--- src/rtl/mem_arbiter.sv ---
// Two-port (fetch / LSU) arbiter onto a single memory port with one transaction
// in flight. LSU is preferred under contention, but fetch wins after two LSU wins in a row.
module mem_arbiter (
    input  logic        clk,
    input  logic        rst,
    input  logic        if_req_i,
    input  logic [31:0] if_addr_i,
    output logic        if_gnt_o,
    output logic        if_rvalid_o,
    output logic [31:0] if_rdata_o,
    input  logic        lsu_req_i,
    input  logic        lsu_we_i,
    input  logic [3:0]  lsu_be_i,
    input  logic [31:0] lsu_addr_i,
    input  logic [31:0] lsu_wdata_i,
    output logic        lsu_gnt_o,
    output logic        lsu_rvalid_o,
    output logic [31:0] lsu_rdata_o,
    output logic        mem_req_o,
    output logic        mem_we_o,
    output logic [3:0]  mem_be_o,
    output logic [31:0] mem_addr_o,
    output logic [31:0] mem_wdata_o,
    input  logic        mem_gnt_i,
    input  logic        mem_rvalid_i,
    input  logic [31:0] mem_rdata_i,
    output logic        busy_o
);

    typedef enum logic [1:0] {IDLE, REQ, RESP} state_e;
    typedef enum logic {OWN_IF, OWN_LSU} owner_e;

    state_e      state_q, state_d;
    owner_e      owner_q, owner_d;
    logic [31:0] addr_q, addr_d;
    logic [31:0] wdata_q, wdata_d;
    logic [3:0]  be_q, be_d;
    logic        we_q, we_d;
    logic [1:0]  streak_q, streak_d;

    logic lsu_wins;
    logic capture;

    // Fetch only overtakes a contending LSU once the LSU has won twice in a row.
    assign lsu_wins = lsu_req_i & (~if_req_i | (streak_q != 2'd2));
    assign capture  = (state_q == IDLE) & (if_req_i | lsu_req_i) & ~rst;

    always_ff @(posedge clk) begin
        if (rst) begin
            state_q <= IDLE;
        end else begin
            state_q <= state_d;
        end
    end

    always_comb begin
        // NOTE: default assignment first so every path drives state_d and no latch is inferred.
        state_d = state_q;
        case (state_q)
            IDLE:    if (capture) state_d = REQ;
            REQ:     if (mem_gnt_i) state_d = RESP;
            RESP:    if (mem_rvalid_i) state_d = IDLE;
            default: state_d = IDLE;
        endcase
    end

    always_comb begin
        if_gnt_o     = capture & ~lsu_wins;
        lsu_gnt_o    = capture & lsu_wins;
        if_rvalid_o  = ~rst & (state_q == RESP) & mem_rvalid_i & (owner_q == OWN_IF);
        lsu_rvalid_o = ~rst & (state_q == RESP) & mem_rvalid_i & (owner_q == OWN_LSU);
        mem_req_o    = (state_q == REQ);
        busy_o       = (state_q != IDLE);
    end

    always_comb begin
        owner_d  = owner_q;
        addr_d   = addr_q;
        wdata_d  = wdata_q;
        be_d     = be_q;
        we_d     = we_q;
        streak_d = streak_q;
        if (capture) begin
            if (lsu_wins) begin
                owner_d  = OWN_LSU;
                addr_d   = lsu_addr_i;
                wdata_d  = lsu_wdata_i;
                be_d     = lsu_be_i;
                we_d     = lsu_we_i;
                streak_d = if_req_i ? ((streak_q == 2'd2) ? 2'd2 : streak_q + 2'd1) : 2'd0;
            end else begin
                owner_d  = OWN_IF;
                addr_d   = if_addr_i;
                be_d     = 4'hF;
                we_d     = 1'b0;
                streak_d = 2'd0;
            end
        end
    end

    always_ff @(posedge clk) begin
        // NOTE: non-blocking assignments so every register samples pre-edge values.
        if (rst) begin
            owner_q  <= OWN_IF;
            addr_q   <= '0;
            wdata_q  <= '0;
            be_q     <= '0;
            we_q     <= 1'b0;
            streak_q <= '0;
        end else begin
            owner_q  <= owner_d;
            addr_q   <= addr_d;
            wdata_q  <= wdata_d;
            be_q     <= be_d;
            we_q     <= we_d;
            streak_q <= streak_d;
        end
    end

    assign mem_we_o    = we_q;
    assign mem_be_o    = be_q;
    assign mem_addr_o  = addr_q;
    assign mem_wdata_o = wdata_q;
    assign if_rdata_o  = mem_rdata_i;
    assign lsu_rdata_o = mem_rdata_i;

endmodule

--- config.mk ---
export PLATFORM = sky130hd
export DESIGN_NAME = mem_arbiter
export DESIGN_NICKNAME = d
export VERILOG_FILES = /design/src/rtl/mem_arbiter.sv
export SDC_FILE = /design/constraint.sdc
export NUM_CORES = 1
export LEC_CHECK = 0
export BUFFER_PORTS_ARGS = -buffer_cell sky130_fd_sc_hd__buf_4
export CELL_PAD_IN_SITES_DETAIL_PLACEMENT = 0
export CELL_PAD_IN_SITES_GLOBAL_PLACEMENT = 1
export CORE_ASPECT_RATIO = 0.8
export CORE_UTILIZATION = 29
export CTS_CLUSTER_SIZE = 40
export DETAILED_ROUTE_END_ITERATION = 16
export GPL_ROUTABILITY_DRIVEN = 0
export PLACE_DENSITY_LB_ADDON = 0.08
export SLEW_MARGIN = 20
export SYNTH_ARGS = -nofsm -noshare
export SYNTH_HDL_FRONTEND = slang
export SYNTH_SLANG_ARGS = --single-unit
--- constraint.sdc ---
create_clock -name clk -period 4.9 [get_ports clk]
set_clock_uncertainty 0.1 [all_clocks]
set_input_delay 0.98 -clock clk [delete_from_list [all_inputs] [get_ports clk]]
set_output_delay 0.98 -clock clk [all_outputs]
set_load 0.01 [all_outputs]
; Word level (Yosys, flattened, before mapping)
; Index checks and enable logic that the tools add are counted.
[classes]
add_sub_neg = 1
n_mul = 0
n_div = 0
magnitude_cmp = 0
eq_ne = 7
shifts = 0
mux = 11
bitwise_logic = 15
n_reduce_logical = 4
[op_table]
columns = cell, n
row1 = 32-bit 2-to-1 mux, 1
row2 = 2-bit 2-to-1 mux, 6
row3 = 1-bit AND, 9
row4 = 2-bit inequality test (second input constant), 3
row5 = 2-bit case mux with 3 select lines, 1
row6 = 2-bit equality test (second input constant), 2
row7 = 4-bit 2-to-1 mux, 1
row8 = 1-bit inverter, 4
row9 = 3-bit AND reduction, 1
row10 = 2-bit by 1-bit adder with 2-bit output (second input constant), 1
row11 = 2-bit by 1-bit equality test with 1-bit output (second input constant), 1
row12 = 2-bit logical NOT, 1
row13 = 1-bit 2-to-1 mux, 2
row14 = 2-bit by 1-bit inequality test with 1-bit output (second input constant), 1
row15 = 1-bit bitwise OR, 2
row16 = 2-bit AND reduction, 1
row17 = 2-bit nonzero test, 1
[totals]
regBits = 74
latch_bits = 0
mem_bits_rw = 0
rom_bits = 0
in_bits = 139
out_inout_bits = 139
word_cells = 45
mem_count = 0

; Depth between registers and ports, before layout
; Gate-level depths: netlist of the first run.
[logic_depth]
depth_word = 5
depth_mapped = 7

; Worst setup path after synthesis of the first run
; Ideal clock, no wire load.
[synth_path]
path_kind = input-to-output
from = input port rst
to = output port if_gnt_o
arrival_time_ns = 1.906
slack_ns = 1.914
stages = 5
path_buffers = 3
cell_sequence = buf_2 -> nor3_4 -> buf_2 -> buf_2 -> and3_1
[synth_between]
elab_chain_len = 3
[synth_lines]
columns = element, line_no
row1 = from (decl), 5  ; input logic rst,
row2 = 1-bit inverter, 46  ; assign capture = (state_q == IDLE) & (if_req_i | lsu_req_i) & ~rst;
row3 = 1-bit AND, 46
row4 = 1-bit AND, 68  ; if_gnt_o = capture & ~lsu_wins;
row5 = to (decl), 8  ; output logic if_gnt_o,
; Every way passes these cells.

; Worst setup path in the final report of the first run
[layout_path]
from = input port if_req_i
to = output port lsu_gnt_o
[layout_between]
elab_chain_len = 4
word_cells_on_any_way = 7
[layout_lines]
columns = element, line_no
row1 = from (decl), 6  ; input logic if_req_i,
row2 = 1-bit bitwise OR or 1-bit inverter (tied branches), "46, 45"
row3 = 1-bit AND or 1-bit bitwise OR (tied branches), "46, 45"
row4 = "1-bit AND, on equally long branches", "46, 45"
row5 = 1-bit AND *, 69  ; lsu_gnt_o = capture & lsu_wins;
row6 = to (decl), 16  ; output logic lsu_gnt_o,
; Every way passes the cells marked *; elsewhere a longest branch is shown, timed or not.

==> results.tsv, run 1 <==
stage	metric	value	unit
status	status	complete, no violations	
die	number of cell rows	35	
die	core footprint	11600	sq um
timing	final setup fails	0	
die	DIE HEIGHT	99.7	um
die	I/O pin total	278	
cts	setup repair bufs after CTS	0	
cts	post-CTS sizing	0	
timing	Slew Viols, Final	0	
cells_and_area	most frequent cells in the layout	186 x buf_4, 74 x dfxtp_1, 37 x o21ai_0	
critical_path	R2R depth	8	
global_route	grt total ovfl	0	
yosys	Post-Syn Area per Cell	9.24	sq um
routing	Iter 0 DRT Violations	154	
yosys	register bit total from synthesis	74	
cts	CTS buffer count	9	
cells_and_area	layout cells sized above 1	0.448	
yosys	number of synthesized flops with an enable pin	0	
cells_and_area	layout filler cell count	1199	
routing	DR pass1 iterations	4	
yosys	Cells after Synth	374	
routing	Final ANT Viol Nets	0	
routing	drt drc	0	
timing	Fin. Hold Viols	0	
routing	drt wl/cell	17.1	um
cts	Skew-Pair Late Insertion Delay	0.33	ns
cells_and_area	most common cell after layout, fill and taps aside	buf_4	
critical_path	WP data arrival	2.27	ns
pwr	worst vdd ir	151	uV
yosys	Synth Area in Compound Gates	0.176	
timing	min Tclk post-route	3.35	ns
pwr	Pwr Density	363	nW/um^2
global_route	first-pass GRT wire length	15700	um
critical_path	CP required	3.82	ns
yosys	Distinct cells, synth	35	
worst_hold_path	hold-critical path depth	2	
yosys	Ys Warns	0	
cts	CTS Sinks	74	
cts	clk buf depth	2	
routing	DR vias	3116	
cts	# hold bufs at CTS	0	
cells_and_area	synth-to-layout area growth	36.5	%
timing	setup TNS	0	ns
yosys	largest family of logic cells by synthesized area	simple AND/OR/NAND/NOR gates	
timing	Least-Margin Pin Slew	0.681	ns
routing	DR vias/cell	4.98	
yosys	syn nets	515	
cells_and_area	antenna diode count	0	
yosys	Seq/Total Area, Yosys	0.429	
critical_path	Max FO, Critical Path	38	
critical_path	worst r2r dst	mem_wdata_o[1]	
worst_hold_path	Hold Crit Endpoint	mem_wdata_o[4]	
routing	final WL	10700	um
yosys	Synth Area in Adders	0.00724	
yosys	mux contribution to synthesized area	0	
critical_path	Setup crit end kind	output port	
yosys	ys async rst share	0	
timing	Slew headroom	0.546	
flow_run	Max-Cap Viols	0	
global_route	Total GRT Usage	0.168	
place	Port Buffers	181	
cts	clk slew on worst S/H paths	0.06	ns
cts	H-tree levels	3	
worst_hold_path	Worst Hold Launch	mem_wdata_o[4]	
worst_hold_path	Hold WC Path Type	flop to flop	
cells_and_area	Util after Layout	0.408	
global_route	number of global-route vias before repair	2914	
yosys	simple-gate share of the synthesized area	0.194	
yosys	Top FF cell, synth	dfxtp_1	
global_route	largest net degree at the start of global routing	64	
pwr	Leak	2.13	nW
timing	RSZ-0062 raised after global routing	false	
global_route	antenna violations before repair	0	
die	Die X	124	um
critical_path	r2r setup slk	2.38	ns
critical_path	R2R Path Start	streak_q[0]	
yosys	Post-Synth XOR/XNOR Area	0	
cts	root buf cell	clkbuf_16	
die	die footprint	12400	sq um
die	initial core utilization	0.299	
place	HPWL after DPL	7100	um
timing	post-route clock period utilization	0.684	
cells_and_area	# nets final	615	
timing	fmax	298	MHz
yosys	Synth Cell Area	3460	sq um
critical_path	Setup CP Type	input port to output port	
cts	CTS tree	done	
critical_path	CP startpoint kind	input port	
-- critical path: stages --
cell and delay, ns:
buf_4 0.23, a21boi_4 0.18, buf_4 0.40, nand2_1 0.23, inv_2 0.11, buf_4 0.12
-- synth_stat cells (2+ instances only) --
| cell | n | area share |
|---|---|---|
| dfxtp_1 | 74 | 0.43 |
| buf_4 | 64 | 0.14 |
| o21ai_0 | 37 | 0.054 |
| nand3_1 | 35 | 0.051 |
| nand2_1 | 34 | 0.037 |
| and4_1 | 29 | 0.073 |
| a221o_1 | 28 | 0.081 |
| buf_2 | 16 | 0.023 |
| clkbuf_1 | 8 | 0.0087 |
| nand4_1 | 5 | 0.0090 |
| nor2_1 | 5 | 0.0054 |
| buf_6 | 4 | 0.013 |
| o221a_2 | 4 | 0.013 |
| a31oi_1 | 3 | 0.0054 |
| buf_1 | 3 | 0.0033 |
| inv_1 | 3 | 0.0033 |
| a21oi_1 | 2 | 0.0029 |
| clkbuf_2 | 2 | 0.0029 |
| ha_1 | 2 | 0.0072 |
-- through the flow --
| stage | hold slack, ns | worst slack [ns] | instances | total power, W | instance area, sq um |
|---|---|---|---|---|---|
| after floorplan | 0.349 | 1.91 | 374 | 0.000885 | 3460 |
| after CTS | 0.360 | 1.56 | 626 | 0.00174 | 4720 |
| after detailed placement | 0.349 | 1.56 | 611 | 0.00101 | 4390 |
| after global routing | 0.377 | 1.46 | 626 | 0.00179 | 4720 |
| after global placement | 0.345 | 1.58 | 611 | 0.00100 | 4390 |
| final | 0.356 | 1.55 | 626 | 0.00171 | 4720 |
-- power by group --
part           switching [W]  internal (W)  total, W
Combinational       0.000143      0.000161  0.000304
Clock               0.000250      0.000472  0.000722
Sequential         0.0000298      0.000656  0.000686
-- layer usage --
metal	wire (um)	global-route usage	vias to the layer above	part of all wire
met3	805	0.0505	29	0.075
li1	-	-	1492	-
met4	168	0.0595	0	0.016
met2	5020	0.272	123	0.47
met5	0	0	-	0
met1	4730	0.209	1472	0.44
-- final cells by class --
| type | count | area [sq um] | area share |
|---|---|---|---|
| clock inverters | 4 | 73.8 | 0.0156 |
| flip-flops and latches | 74 | 1480 | 0.314 |
| repair buffers | 186 | 1400 | 0.296 |
| inverters | 4 | 15.0 | 0.00318 |
| multi-input cells | 199 | 1320 | 0.279 |
| clock buffers | 11 | 253 | 0.0536 |
| well taps | 148 | 185 | 0.0392 |
-- cell families (layout without fill, tap and decap cells) --
family	Yosys count	in the layout
AND/OR/NAND/NOR	116	116
AO/OA/AOI/OAI	81	81
flip-flops	74	74
buffers and inverters	101	205
adder cells (fa/ha/maj)	2	2
-- flip-flops by register name, indices dropped and copies added (netlist names) --
signal       flops
mem_we_o         1
mem_wdata_o     32
streak_q         2
mem_be_o         4
owner_q          1
mem_addr_o      32
state_q          2
-- how the worst max path moves through the flow --
stage                     startpoint         to  slack [ns]  cells past startpoint
after floorplan                  rst   if_gnt_o        1.91                      5
after global placement      if_req_i  lsu_gnt_o        1.58                      6
after detailed placement    if_req_i  lsu_gnt_o        1.56                      6
after CTS                   if_req_i  lsu_gnt_o        1.56                      6
after global routing        if_req_i  lsu_gnt_o        1.46                      6
final                       if_req_i  lsu_gnt_o        1.55                      6
Note: power is estimated with default switching activity, not from simulation.
==> inputs of run 2 (changes only) <==
--- a/config.mk
+++ b/config.mk
@@ -9,7 +9,7 @@
 export CELL_PAD_IN_SITES_DETAIL_PLACEMENT = 0
 export CELL_PAD_IN_SITES_GLOBAL_PLACEMENT = 1
 export CORE_ASPECT_RATIO = 0.8
-export CORE_UTILIZATION = 29
+export CORE_UTILIZATION = 24
 export CTS_CLUSTER_SIZE = 40
 export DETAILED_ROUTE_END_ITERATION = 16
 export GPL_ROUTABILITY_DRIVEN = 0
==> constraint.sdc (replaced) <==
create_clock -name clk -period 2.74 [get_ports clk]
set_clock_uncertainty 0.1 [all_clocks]
set_input_delay 0.548 -clock clk [delete_from_list [all_inputs] [get_ports clk]]
set_output_delay 0.548 -clock clk [all_outputs]
set_load 0.01 [all_outputs]
==> run 2 against run 1 <==
  * Cell count rose by 5.4%
  * Clock power rose by 79%
  * Via count fell by 1.6%
  * Non-clock buffer count rose by 2
  * First-iteration DRC count did not move
  * Largest cell class unchanged
==> results.tsv, run 2 (synthesis gave the netlist of run 1 again) <==
stage	metric	value	unit
cells_and_area	Register Area	1480	sq um
cells_and_area	most frequent cells in the layout	188 x buf_4, 74 x dfxtp_1, 37 x o21ai_0	
routing	DR pass1 iterations	4	
global_route	number of global-route vias before repair	3022	
cts	post-CTS sizing	0	
pwr	overall power	0.00307	W
pwr	Pwr Density	642	nW/um^2
routing	Iter 0 DRT Violations	154	
timing	fmax	459	MHz
cts	root buf cell	clkbuf_16	
pwr	Leak	2.13	nW
cells_and_area	area occupied by multi-input gates	1320	sq um
global_route	grt total ovfl	0	
cells_and_area	synth-to-layout area growth	38.1	%
pwr	worst vdd ir	304	uV
critical_path	worst path bufs/invs	2	
timing	Fin Hold WS	0.336	ns
die	DIE HEIGHT	109	um
global_route	Total GRT Usage	0.144	
die	initial core utilization	0.251	
timing	Slew Viols, Final	0	
place	placed insts	645	
cts	H-tree levels	3	
cts	clk slew on worst S/H paths	0.06	ns
timing	min Tclk post-route	2.18	ns
critical_path	Setup crit end kind	output port	
routing	DR vias	3066	
cts	Skew-Pair Late Insertion Delay	0.32	ns
cells_and_area	layout cells sized above 1	0.450	
timing	Least-Margin Pin Slew	0.474	ns
flow_run	Max-Cap Viols	0	
cts	CTS Sinks	74	
cts	# hold bufs at CTS	0	
critical_path	Crit path largest cell delay	0.32	ns
critical_path	WP data arrival	1.53	ns
cells_and_area	layout filler cell count	1459	
die	number of cell rows	38	
timing	final setup fails	0	
status	status	complete, no violations	
die	I/O pin total	278	
place	Port Buffers	181	
critical_path	CP cell instances	inv_1, ha_1, nand2b_1, and3_1, buf_4	
cells_and_area	# nets final	617	
routing	drt wl/cell	16.6	um
timing	setup TNS	0	ns
critical_path	CP startpoint kind	flop	
critical_path	Slowest-stage cell, CP	dfxtp_1	
routing	final WL	11000	um
timing	Fin. Hold Viols	0	
cells_and_area	Util after Layout	0.346	
critical_path	Max FO, Critical Path	5	
worst_hold_path	Hold WC Path Type	input port to flop	
cts	CTS buffer count	9	
cells_and_area	most common cell after layout, fill and taps aside	buf_4	
die	core footprint	13800	sq um
die	die footprint	14900	sq um
timing	RSZ-0062 raised after global routing	false	
die	Die X	136	um
cts	clk buf depth	2	
critical_path	CP required	2.09	ns
timing	Slew headroom	0.683	
cts	setup repair bufs after CTS	0	
global_route	largest net degree at the start of global routing	45	
routing	Final ANT Viol Nets	0	
timing	post-route clock period utilization	0.795	
cells_and_area	antenna diode count	0	
global_route	antenna violations before repair	0	
routing	drt drc	0	
routing	DR vias/cell	4.65	
critical_path	Top delay family on crit path	simple AND/OR/NAND/NOR gates	
global_route	first-pass GRT wire length	16400	um
cells_and_area	post-route insts no fill	660	
cts	CTS tree	done	
place	HPWL after DPL	7420	um
critical_path	Setup CP Type	flop to output port	
run 2: cell types whose count changed in the layout (fill, tap and decap cells not counted):
cell / delta
inv_6: -1
clkinvlp_4: +2
buf_4: +2
clkinv_2: -1
run 2: worst register-to-register path, cell delays in order (launching register included):
cell and delay (ns):
dfxtp_1 0.32, inv_1 0.06, ha_1 0.24, nand2b_1 0.23, buf_4 0.26, and4_1 0.23
a221o_2 0.29
run 2: power by group:
| group | switching, W | internal [W] |
|---|---|---|
| sequential | 0.0000540 | 0.00117 |
| clock | 0.000448 | 0.000842 |
| combinational | 0.000258 | 0.000291 |
| total | 0.000760 | 0.00231 |
run 2: cell type report:
class / instances / area share
timing repair buffer: 188 / 0.296
multi-input combinational: 199 / 0.275
inverter: 4 / 0.00314
tap: 180 / 0.0472
clock inverter: 4 / 0.0157
clock buffer: 11 / 0.0529
sequential: 74 / 0.310
run 2: path summary, 6_finish.rpt:
path | startpoint | to | slack [ns] | cells after the start
setup reg to reg | streak_q[0] | mem_addr_o[1] | 0.90 | 6
setup / recovery | streak_q[0] | if_gnt_o | 0.56 | 5
hold / removal | lsu_wdata_i[19] | mem_wdata_o[19] | 0.34 | 3
hold reg to reg | mem_wdata_o[30] | mem_wdata_o[30] | 0.36 | 2
run 2: metrics by stage:
step | area [sq um] | setup WS, ns
6_report | 4780 | 0.562
5_1_grt | 4780 | 0.411
4_1_cts | 4780 | 0.535
3_5_place_dp | 4450 | 0.588
3_3_place_gp | 4450 | 0.624
2_1_floorplan | 3460 | 0.618
run 2: layer usage:
layer  routed length [um]  vias to the layer above  track usage
met2                 5030                      108        0.225
met5                    0                        -            0
met4                  141                        0       0.0476
met3                  700                       28       0.0378
met1                 5100                     1428        0.191
li1                     -                     1502            -
